--- config.mk ---
export PLATFORM = sky130hd
export DESIGN_NAME = button_debouncer
export DESIGN_NICKNAME = d
export VERILOG_FILES = /design/src/rtl/button_debouncer.sv
export SDC_FILE = /design/constraint.sdc
export NUM_CORES = 1
export LEC_CHECK = 0
export BUFFER_PORTS_ARGS = -buffer_cell sky130_fd_sc_hd__buf_4
export CAP_MARGIN = 10
export CORE_MARGIN = 4
export CORE_UTILIZATION = 50
export CTS_CLUSTER_SIZE = 24
export DETAILED_ROUTE_END_ITERATION = 6
export PLACE_DENSITY = 0.67
export REMOVE_ABC_BUFFERS = 1
export SETUP_SLACK_MARGIN = 0.02
export SLEW_MARGIN = 20
export SYNTH_ARGS = -nofsm -noshare
export SYNTH_HDL_FRONTEND = slang
export SYNTH_SLANG_ARGS = --single-unit
--- constraint.sdc ---
create_clock -name Clk -period 2.77 [get_ports Clk]
set_input_delay 0.277 -clock Clk [delete_from_list [all_inputs] [get_ports Clk]]
set_output_delay 0.277 -clock Clk [all_outputs]
set_load 0.01 [all_outputs]
--- src/rtl/button_debouncer.sv ---
// Multi-channel push-button front end: 2-FF synchronizer plus per-channel stability FSM,
// active-low debounced levels with edge strobes. Optional long-press strobe via LONG_PRESS_EN.
module button_debouncer #(
  parameter int NUM_BTN         = 4,
  parameter int DEBOUNCE_CYCLES = 50000,
  parameter int CNT_W           = 16,
  parameter int LONG_CYCLES     = 2000000,
  parameter int LCNT_W          = 21
) (
  input  logic               Clk,
  input  logic               Rst,
  input  logic [NUM_BTN-1:0] Btn_raw,
  output logic [NUM_BTN-1:0] Btn_out,
  output logic [NUM_BTN-1:0] Btn_changed,
  output logic [NUM_BTN-1:0] Btn_long
);

  typedef enum logic {
    S_STABLE = 1'b0,
    S_CHECK  = 1'b1
  } state_t;

  localparam logic [CNT_W-1:0] CNT_ZERO = {CNT_W{1'b0}};
  localparam logic [CNT_W-1:0] CNT_ONE  = CNT_W'(1);
  localparam logic [CNT_W-1:0] CNT_LAST = CNT_W'(DEBOUNCE_CYCLES - 1);

  if (DEBOUNCE_CYCLES < 2 || (2 ** CNT_W) <= DEBOUNCE_CYCLES) begin : g_bad_cnt
    $error("button_debouncer: DEBOUNCE_CYCLES must be >= 2 and fit in CNT_W bits");
  end
  if (LONG_CYCLES < 2 || (2 ** LCNT_W) <= LONG_CYCLES) begin : g_bad_lcnt
    $error("button_debouncer: LONG_CYCLES must be >= 2 and fit in LCNT_W bits");
  end

  logic [NUM_BTN-1:0] sync1_r;
  logic [NUM_BTN-1:0] sync2_r;

  // Two-flop synchronizer; idles released (1) so reset never looks like a press.
  always_ff @(posedge Clk or negedge Rst) begin
    if (!Rst) begin
      sync1_r <= {NUM_BTN{1'b1}};
      sync2_r <= {NUM_BTN{1'b1}};
    end else begin
      sync1_r <= Btn_raw;
      sync2_r <= sync1_r;
    end
  end

  for (genvar g = 0; g < NUM_BTN; g++) begin : g_ch
    state_t           state_r;
    state_t           state_s;
    logic [CNT_W-1:0] cnt_r;
    logic [CNT_W-1:0] cnt_s;
    logic             out_r;
    logic             out_s;
    logic             chg_r;
    logic             chg_s;
    logic             diff_s;

    assign diff_s = sync2_r[g] ^ out_r;

    // Next-state logic: count consecutive clocks where the synchronized level disagrees.
    always_comb begin
      state_s = state_r;
      cnt_s   = cnt_r;
      out_s   = out_r;
      chg_s   = 1'b0;
      case (state_r)
        S_STABLE: begin
          if (diff_s) begin
            state_s = S_CHECK;
            cnt_s   = CNT_ONE;
          end else begin
            state_s = S_STABLE;
            cnt_s   = CNT_ZERO;
          end
        end
        S_CHECK: begin
          if (!diff_s) begin
            state_s = S_STABLE;
            cnt_s   = CNT_ZERO;
          end else if (cnt_r == CNT_LAST) begin
            // Acceptance point: counter stops here instead of wrapping.
            state_s = S_STABLE;
            cnt_s   = CNT_ZERO;
            out_s   = ~out_r;
            chg_s   = 1'b1;
          end else begin
            cnt_s   = cnt_r + CNT_ONE;
          end
        end
        default: begin
          state_s = S_STABLE;
          cnt_s   = CNT_ZERO;
        end
      endcase
    end

    // Channel state, counter and registered outputs.
    always_ff @(posedge Clk or negedge Rst) begin
      if (!Rst) begin
        state_r <= S_STABLE;
        cnt_r   <= CNT_ZERO;
        out_r   <= 1'b1;
        chg_r   <= 1'b0;
      end else begin
        state_r <= state_s;
        cnt_r   <= cnt_s;
        out_r   <= out_s;
        chg_r   <= chg_s;
      end
    end

    assign Btn_out[g]     = out_r;
    assign Btn_changed[g] = chg_r;

`ifdef LONG_PRESS_EN
    localparam logic [LCNT_W-1:0] HCNT_ZERO = {LCNT_W{1'b0}};
    localparam logic [LCNT_W-1:0] HCNT_ONE  = LCNT_W'(1);
    localparam logic [LCNT_W-1:0] HCNT_SAT  = LCNT_W'(LONG_CYCLES);
    localparam logic [LCNT_W-1:0] HCNT_LAST = LCNT_W'(LONG_CYCLES - 1);

    logic [LCNT_W-1:0] hcnt_r;
    logic [LCNT_W-1:0] hcnt_s;
    logic              long_r;
    logic              long_s;

    // Hold counter: restarts on every debounced edge, saturates so the strobe fires once per press.
    always_comb begin
      hcnt_s = hcnt_r;
      long_s = 1'b0;
      if (chg_s || out_r) begin
        hcnt_s = HCNT_ZERO;
      end else if (hcnt_r != HCNT_SAT) begin
        hcnt_s = hcnt_r + HCNT_ONE;
        long_s = (hcnt_r == HCNT_LAST);
      end else begin
        hcnt_s = hcnt_r;
      end
    end

    // Hold counter and long-press strobe registers.
    always_ff @(posedge Clk or negedge Rst) begin
      if (!Rst) begin
        hcnt_r <= HCNT_ZERO;
        long_r <= 1'b0;
      end else begin
        hcnt_r <= hcnt_s;
        long_r <= long_s;
      end
    end

    assign Btn_long[g] = long_r;
`else
    assign Btn_long[g] = 1'b0;
`endif
  end

endmodule
* Word level (Yosys, flattened, before mapping)
Index checks and enable logic that the tools add are counted.
Storage, ports and cells: register bits after elaboration 84, latch bits 0, bits in writable memories 0, memory bits (read-only) 0, input bits 6, output and inout bits 12, logic and storage cells 86, memories kept 0
Cells by class: add/subtract/negate cells 4, $mul 0, divide/modulo/power cells 0, magnitude comparators 0, eq/ne operators 4, shift-type cells 0, mux-type cells 44, bitwise operators 12, reductions and logical operators 4
Operator list (number):
- two-way mux 16 bit | 8
- case mux 16 bit (2 select lines) | 4
- adder 16 x 1 -> 16 bit, second input constant | 4
- == test 16 bit, second input constant | 4
- two-way mux 1 bit | 28
- AND reduction 3 bit | 4
- inverter 1 bit | 8
- case mux 1 bit (2 select lines) | 4
- XOR 1 bit | 4

* Longest topological paths before layout
Gate-level depths: netlist of the first run.
depth in word-level cells 4, mapped depth 7, depth with buffers taken out 5

* Least setup slack after synthesis of the first run
OpenSTA, ideal clock, no wires.
path kind register to register, start reg g_ch[0].cnt_r[7], end reg g_ch[0].cnt_r[10], setup time 0.119 ns, arrival 1.649 ns, required time 2.651 ns, setup slack 1.002 ns, stages on the path, launching flop included 7, buffers on the path 2, period minus slack after synthesis 1.768 ns, path through dfrtp_1 -> or4b_4 -> nor4_4 -> or2_1 -> buf_6 -> buf_6 -> nor2_1
Between the ends: cells in the longest elaborated chain, start to end 4, elaborated cells between the ends (all ways) 5, classes of those cells 1 x add/sub; 1 x eq/ne; 3 x mux
Ends and longest elaborated chain:
- from (decl) | line 51 | logic [CNT_W-1:0] cnt_r;
- from (signal assigned) | line 107 | cnt_r <= cnt_s;
- adder 16 x 1 -> 16 bit / == test 16 bit (equally long branches) | line 88, 81
- two-way mux 16 bit (*) | line 81 | end else if (cnt_r == CNT_LAST) begin
- two-way mux 16 bit (*) | line 78 | if (!diff_s) begin
- case mux 16 bit (2 select lines) (*) | line 67 | case (state_r)
- via g_ch[0].cnt_s[10] | line 52 | logic [CNT_W-1:0] cnt_s;
The timed path passes the listed nets; every way through them passes the cells marked *. A chain may end at the register's enable or synchronous reset.

* Worst setup path in the final report of the first run
start reg g_ch[0].cnt_r[7], end reg g_ch[0].cnt_r[11]
The elaborated chain is that of the path after synthesis.

==> impl_metrics.toml, run 1 <==
[pwr]
ir_drop_mv = 0.348
p_leak_nw = 1.63
p_per_area_mw_per_mm2 = 520
finalPower_w = 0.00223

[floorplan]
core.rowCount = 32
dieArea_sq_mm = 0.00948
die_w_microns = 97.4
coreArea_sq_mm = 0.00773
initial_core_util_pct = 51.7
fp.dieH_microns = 97.4
ios = 18

[timing]
fin_crit_sh_pct = 74.3
setup_viol = 0
fmax_mhz = 486
max_slew_margin_pct = 51.7
worstMarginPinSlew_ns = 0.725
rsz0062_at_grt = "false"
final.setup.worst_slack_ns = 0.711
hold_viol_final = 43
clock_skew_ns = 0.00801
totalNegativeSetupSlack_ns = 0
layout_min_cycle_time_ns = 2.06
fin_hold_ws_ns = -0.0439
final_max_slew_viol_count = 0

[placed_design]
dpl.cell_count = 482
pre_cts_slack_ns = 0.709
globalplace.congestion = 0.828
hpwlAfterDp_microns = 4260
placed_area_sq_mm = 0.00408
port_buffers = 13

[global_route]
grtUsageMet3_pct = 2.80
use_met1_pct = 20.6
grt_antenna_before_repair = 0
grt_pass1_wl_microns = 11700
met2_usage_pct = 23.0
grt_use_total_pct = 14.7
grt.overflow.total = 0
busiest_layer = "met2"
grt_max_degree = 85
grt_pass1_vias = 2551

[worst_setup_path]
required_ns = 2.97
worstSetupEndpointType = "flip-flop"
reg2reg_slack_ns = 0.71
criticalPathCategory = "flip-flop to flip-flop"
cp-start-kind = "flip-flop"
path_max_fanout = 14
r2r-end = "g_ch[0].cnt_r[11]$_DFF_PN0_"
rr_startpoint = "g_ch[0].cnt_r[7]$_DFF_PN0_"
r2r_cells = 4
crit_arrival_ns = 2.26

[drt]
wirelength_microns = 6390
firstDrtPassIters = 6
vias = 2564
dr.first_iter.drc_count = 87
final_antenna_net_count = 0
drc_errors = 0
vias_per_cell = 5.15
avgRoutedWirePerCell_microns = 12.8

[clocking]
clock-root-buffer = "clkbuf_8"
cts-buffers-inserted = 9
cts_resized = 0
clockBufferDepth = 2
cts_sinks = 84
htree_levels = 3
clk_pin_slew_ns = 0.09
holdBufCountCts = 0
clkLatencyLatePin_ns = 0.34
tritoncts = "done"
post_cts_buffers = 0

[finish]
drive_gt1_share_pct = 12.1
area_delta_synth_final_pct = 7.27
final_cells = 498
diodes = 0
final_nets = 401
mostFrequentLayoutCell = "nor2_1"
multi_input_area_sq_mm = 0.00168
finalInstanceArea_sq_mm = 0.00428
final_cell_mix = "nor2_1 (76), dfrtp_1 (72), xnor2_1 (54)"
seq_area_sq_mm = 0.00212
n_fill_cell = 679

[yosys]
syn_area_per_cell_sq_um = 10.4
synth_area_sq_mm = 0.00399
ys.warnings.count = 0
syn_inst = 385
synth-main-ff-cell = "dfrtp_1"
synth.ff_latch_count = 84
synth_seq_area_share_pct = 53.0
ys_async_sr_fraction_pct = 100
synth_edf_count = 0
yosys.cell_types.count = 40

[run_status]
outcome = "complete, but fails checks"
violations = "hold timing"

[hold_path]
hold_class = "primary input to async pin"

[run]
cap_violations = 0
==> critical path, stage by stage (launching register included) <==
cell and delay (ns):
dfrtp_1 0.44, or4b_4 0.57, nor4_4 0.33, or2_1 0.46, nor2_1 0.12
==> worst max path at each step <==
stage / cells past startpoint / endpoint / start / slack (ns)
2_1_floorplan: 4 / g_ch[0].cnt_r[10]$_DFF_PN0_ / g_ch[0].cnt_r[7]$_DFF_PN0_ / 0.98
3_3_place_gp: 4 / g_ch[0].cnt_r[13]$_DFF_PN0_ / g_ch[0].cnt_r[7]$_DFF_PN0_ / 0.80
3_5_place_dp: 4 / g_ch[0].cnt_r[11]$_DFF_PN0_ / g_ch[0].cnt_r[7]$_DFF_PN0_ / 0.71
4_1_cts: 4 / g_ch[0].cnt_r[11]$_DFF_PN0_ / g_ch[0].cnt_r[7]$_DFF_PN0_ / 0.70
5_1_grt: 5 / g_ch[3].state_r$_DFF_PN0_ / g_ch[3].cnt_r[0]$_DFF_PN0_ / 0.57
6_report: 4 / g_ch[0].cnt_r[11]$_DFF_PN0_ / g_ch[0].cnt_r[7]$_DFF_PN0_ / 0.71
==> area by class of cell <==
type | instances | area share (%)
Clock buffer | 9 | 2.89
Timing Repair Buffer | 13 | 2.37
Multi-Input combinational cell | 268 | 39.3
Sequential cell | 84 | 49.4
Clock inverter | 7 | 1.75
Tap cell | 102 | 2.98
Inverter | 15 | 1.31
==> registers in the layout, summed over array words and instances, names as in the netlist <==
signal	count
g_ch.cnt_r	64
g_ch.chg_r	4
g_ch.out_r	4
g_ch.state_r	4
sync1_r	4
sync2_r	4
==> layer usage <==
metal / share of wire, % / vias to the layer above
met3: 2.6 / 6
met1: 50 / 1233
met2: 47 / 30
li1: - / 1295
met5: 0 / -
met4: 1.2 / 0
==> metrics by stage <==
step                hold WS [ns]  utilization [%]
floorplan                -0.0186                -
global placement           0.346             52.8
detailed placement         0.347             52.8
CTS                       0.0192             55.4
global route              0.0149             55.4
finish                   -0.0439             55.4
==> logic make-up (layout without fill, tap and decap cells) <==
kind of cell | count (synthesis) | count (layout) | synth area share [%]
multiplexers | 1 | 1 | 0.282
XOR/XNOR | 63 | 63 | 13.8
other | 1 | 4 | 0.0939
flip-flops | 84 | 84 | 53.0
buffers and inverters | 36 | 44 | 5.14
adder cells (fa/ha/maj) | 4 | 4 | 1.25
AO/OA/AOI/OAI | 10 | 10 | 1.54
AND/OR/NAND/NOR | 186 | 186 | 24.9
==> synth_stat cells (4+ instances only) <==
master	number	share of area (%)
dfstp_2	12	7.9
xor2_1	9	2.0
xnor2_1	54	12
nor4_1	18	2.8
nand2_1	15	1.4
nor3_1	16	2.0
nand2b_1	5	0.78
clkbuf_1	4	0.38
nand3_1	17	2.1
buf_4	12	2.3
nor2_1	76	7.1
nand4_1	15	2.4
ha_1	4	1.3
inv_1	15	1.4
dfrtp_1	72	45
==> where the power goes <==
part	switching [W]	internal (W)	leakage [nW]	total, W
combinational	0.0000608	0.0000244	0.428	0.0000853
sequential	0.0000184	0.00125	1.11	0.00127
clock	0.000450	0.000421	0.0923	0.000871
(Power assumes the default switching activity.)
==> run 2: changes to the inputs <==
- ABC_AREA: default -> 1
- PLACE_DENSITY: 0.67 -> 0.69
- clock period: 2.77 -> 1.7 ns (I/O delays scaled with it)
==> run 2 against run 1 <==
  * The run now ends clean
  * Sequential power is 64% higher
  * Clock-buffer cell count is 5 higher
  * Final cell count is 46% higher
  * Die area is 14% higher
  * Global-route usage is 2.0 points higher
  * Combinational power grew to 3.0 times the previous value
  * Cell area is 16% higher
  * Non-clock buffer count is 7 higher
  * Register-to-register slack worse by 0.49 ns
  * Critical path type unchanged
  * Largest cell class unchanged
==> impl_metrics.toml, run 2 <==
[run_status]
outcome = "completed"

[global_route]
grtUsageMet3_pct = 2.92
busiest_layer = "met2"
met2_usage_pct = 27.1
grt_antenna_before_repair = 0
use_met1_pct = 22.2
grt_pass1_wl_microns = 15000
grt.overflow.total = 0
grt_max_degree = 85
grt_pass1_vias = 3449
grt_use_total_pct = 16.7

[yosys]
synth_seq_area_share_pct = 46.2
synth_area_sq_mm = 0.00458
syn_area_per_cell_sq_um = 7.73
ys_top_cells_by_area = "dfrtp_1 (39%), nor2_1 (9.9%), nand2_1 (9.4%)"
ys.warnings.count = 0
synth_common_cells = "nor2_1 (121), nand2_1 (115), inv_1 (78)"
synth_most_common_cell = "nor2_1"
synth-main-ff-cell = "dfrtp_1"
syn_inst = 593
synth.ff_latch_count = 84
ys_async_sr_fraction_pct = 100
synth.top_cell.area_share_pct = 39.3
yosysTopAreaCell = "dfrtp_1"
yosys.cell_types.count = 32
synth_edf_count = 0

[drt]
dr.first_iter.drc_count = 163
avgRoutedWirePerCell_microns = 11.7
vias = 3617
drc_errors = 0
wirelength_microns = 8500
final_antenna_net_count = 0
firstDrtPassIters = 4
vias_per_cell = 4.99

[worst_setup_path]
critPathMaxStageDelay_ns = 0.40
crit_buf_inv = 1
path_common_cell = "nand2_1"
worstPathCellList = "ha_1, nand2_1, inv_2, nand2_1, nor2_1, nand2_2, nand2_4, nor3_1"
criticalPathCategory = "flip-flop to flip-flop"
cp_top_family = "simple AND/OR/NAND/NOR gates"
path_max_fanout = 12
worstSetupEndpointType = "flip-flop"
required_ns = 1.95
cp-start-kind = "flip-flop"
crit_arrival_ns = 1.74
cp_slowest_cell = "dfrtp_1"

[placed_design]
pre_cts_slack_ns = 0.126
globalplace.congestion = 0.905
port_buffers = 13
hpwlAfterDp_microns = 6130

[clocking]
htree_levels = 3
cts_sinks = 84
cts-buffers-inserted = 9
clkLatencyLatePin_ns = 0.35
clock-root-buffer = "clkbuf_8"
tritoncts = "done"
clk_pin_slew_ns = 0.07
post_cts_buffers = 0
clockBufferDepth = 2

[pwr]
ir_drop_mv = 0.484
finalPower_w = 0.00357
p_per_area_mw_per_mm2 = 721
p_leak_nw = 2.24

[finish]
mostFrequentLayoutCell = "nor2_1"
largest-register = "g_ch.cnt_r"
n_fill_cell = 809
diodes = 0
final_core_util_pct = 56.2
drive_gt1_share_pct = 13.6
area_delta_synth_final_pct = 8.02
final_nets = 622
final_cell_mix = "nor2_1 (121), nand2_1 (114), inv_1 (78)"
largest_register_ffs = 64

[floorplan]
die_w_microns = 104
coreArea_sq_mm = 0.00881
core.rowCount = 34
fp.dieH_microns = 104
initial_core_util_pct = 52.1
ios = 18
dieArea_sq_mm = 0.0108

[run]
cap_violations = 0

[timing]
hold_viol_final = 0
fin_crit_sh_pct = 87.1
clock_skew_ns = 0.00751
fmax_mhz = 675
final_max_slew_viol_count = 0
final.setup.worst_slack_ns = 0.219
totalNegativeSetupSlack_ns = 0
layout_min_cycle_time_ns = 1.48
rsz0062_at_grt = "false"
setup_viol = 0

[hold_path]
hold_class = "flip-flop to flip-flop"
==> run 2: through the flow <==
| stage | instance area [sq um] | hold slack [ns] | std cells |
|---|---|---|---|
| 6_report | 4950 | 0.361 | 725 |
| 5_1_grt | 4950 | 0.365 | 725 |
| 4_1_cts | 4940 | 0.361 | 725 |
| 3_5_place_dp | 4730 | 0.238 | 704 |
| 3_3_place_gp | 4730 | 0.235 | 704 |
| 2_1_floorplan | 4470 | -0.126 | 581 |
==> run 2: logic make-up (layout without fill, tap and decap cells) <==
group | Yosys count | count (layout) | synth area share (%)
DFF | 84 | 84 | 46.2
xor gates and xnor gates | 14 | 14 | 2.67
AOI/OAI and AO/OA | 23 | 23 | 3.00
and+or+nand+nor | 370 | 370 | 37.6
adders and majority gates | 4 | 4 | 1.09
buffers and inverters | 97 | 118 | 9.42
other | 1 | 4 | 0.0818
==> run 2: worst paths after layout <==
check	from	depth (start not counted)	endpoint	slack, ns
worst max-delay path	g_ch[2].cnt_r[0]$_DFF_PN0_	8	g_ch[2].cnt_r[2]$_DFF_PN0_	0.22
worst min-delay path	sync1_r[2]$_DFF_PN1_	0	sync2_r[2]$_DFF_PN1_	0.36
worst max register to register	g_ch[2].cnt_r[0]$_DFF_PN0_	8	g_ch[2].cnt_r[2]$_DFF_PN0_	0.22
worst min register to register	sync1_r[2]$_DFF_PN1_	0	sync2_r[2]$_DFF_PN1_	0.36
max in group asynchronous	Rst	3	sync1_r[2]$_DFF_PN1_	0.93
min in group asynchronous	Rst	3	g_ch[3].cnt_r[11]$_DFF_PN0_	0.39
==> run 2: where the power goes <==
group | switching [W] | internal [W] | leakage (nW)
registers | 0.0000250 | 0.00205 | 1.12
logic | 0.000176 | 0.0000805 | 1.04
clock network | 0.000667 | 0.000569 | 0.0844
==> run 2: repair_timing <==
action	in CTS	in global routing
resized for setup	0	2
setup endpoints to repair	0	8
endpoints found under the hold margin	76	0
hold buffers	5	0
==> run 2: layout make-up <==
| type | count | area (sq um) | area share [%] |
|---|---|---|---|
| flip-flops and latches | 84 | 2120 | 42.7 |
| multi-input cells | 415 | 2050 | 41.5 |
| inverters | 82 | 308 | 6.22 |
| repair buffers | 20 | 175 | 3.54 |
| clock buffers | 14 | 153 | 3.08 |
| well taps | 108 | 135 | 2.73 |
| clock inverters | 2 | 10.0 | 0.202 |
==> run 2: layer usage <==
| metal | wire length [microns] | up-vias |
|---|---|---|
| met5 | 0 | - |
| met4 | 148 | 0 |
| met3 | 331 | 12 |
| met2 | 3890 | 65 |
| met1 | 4130 | 1667 |
| li1 | - | 1873 |
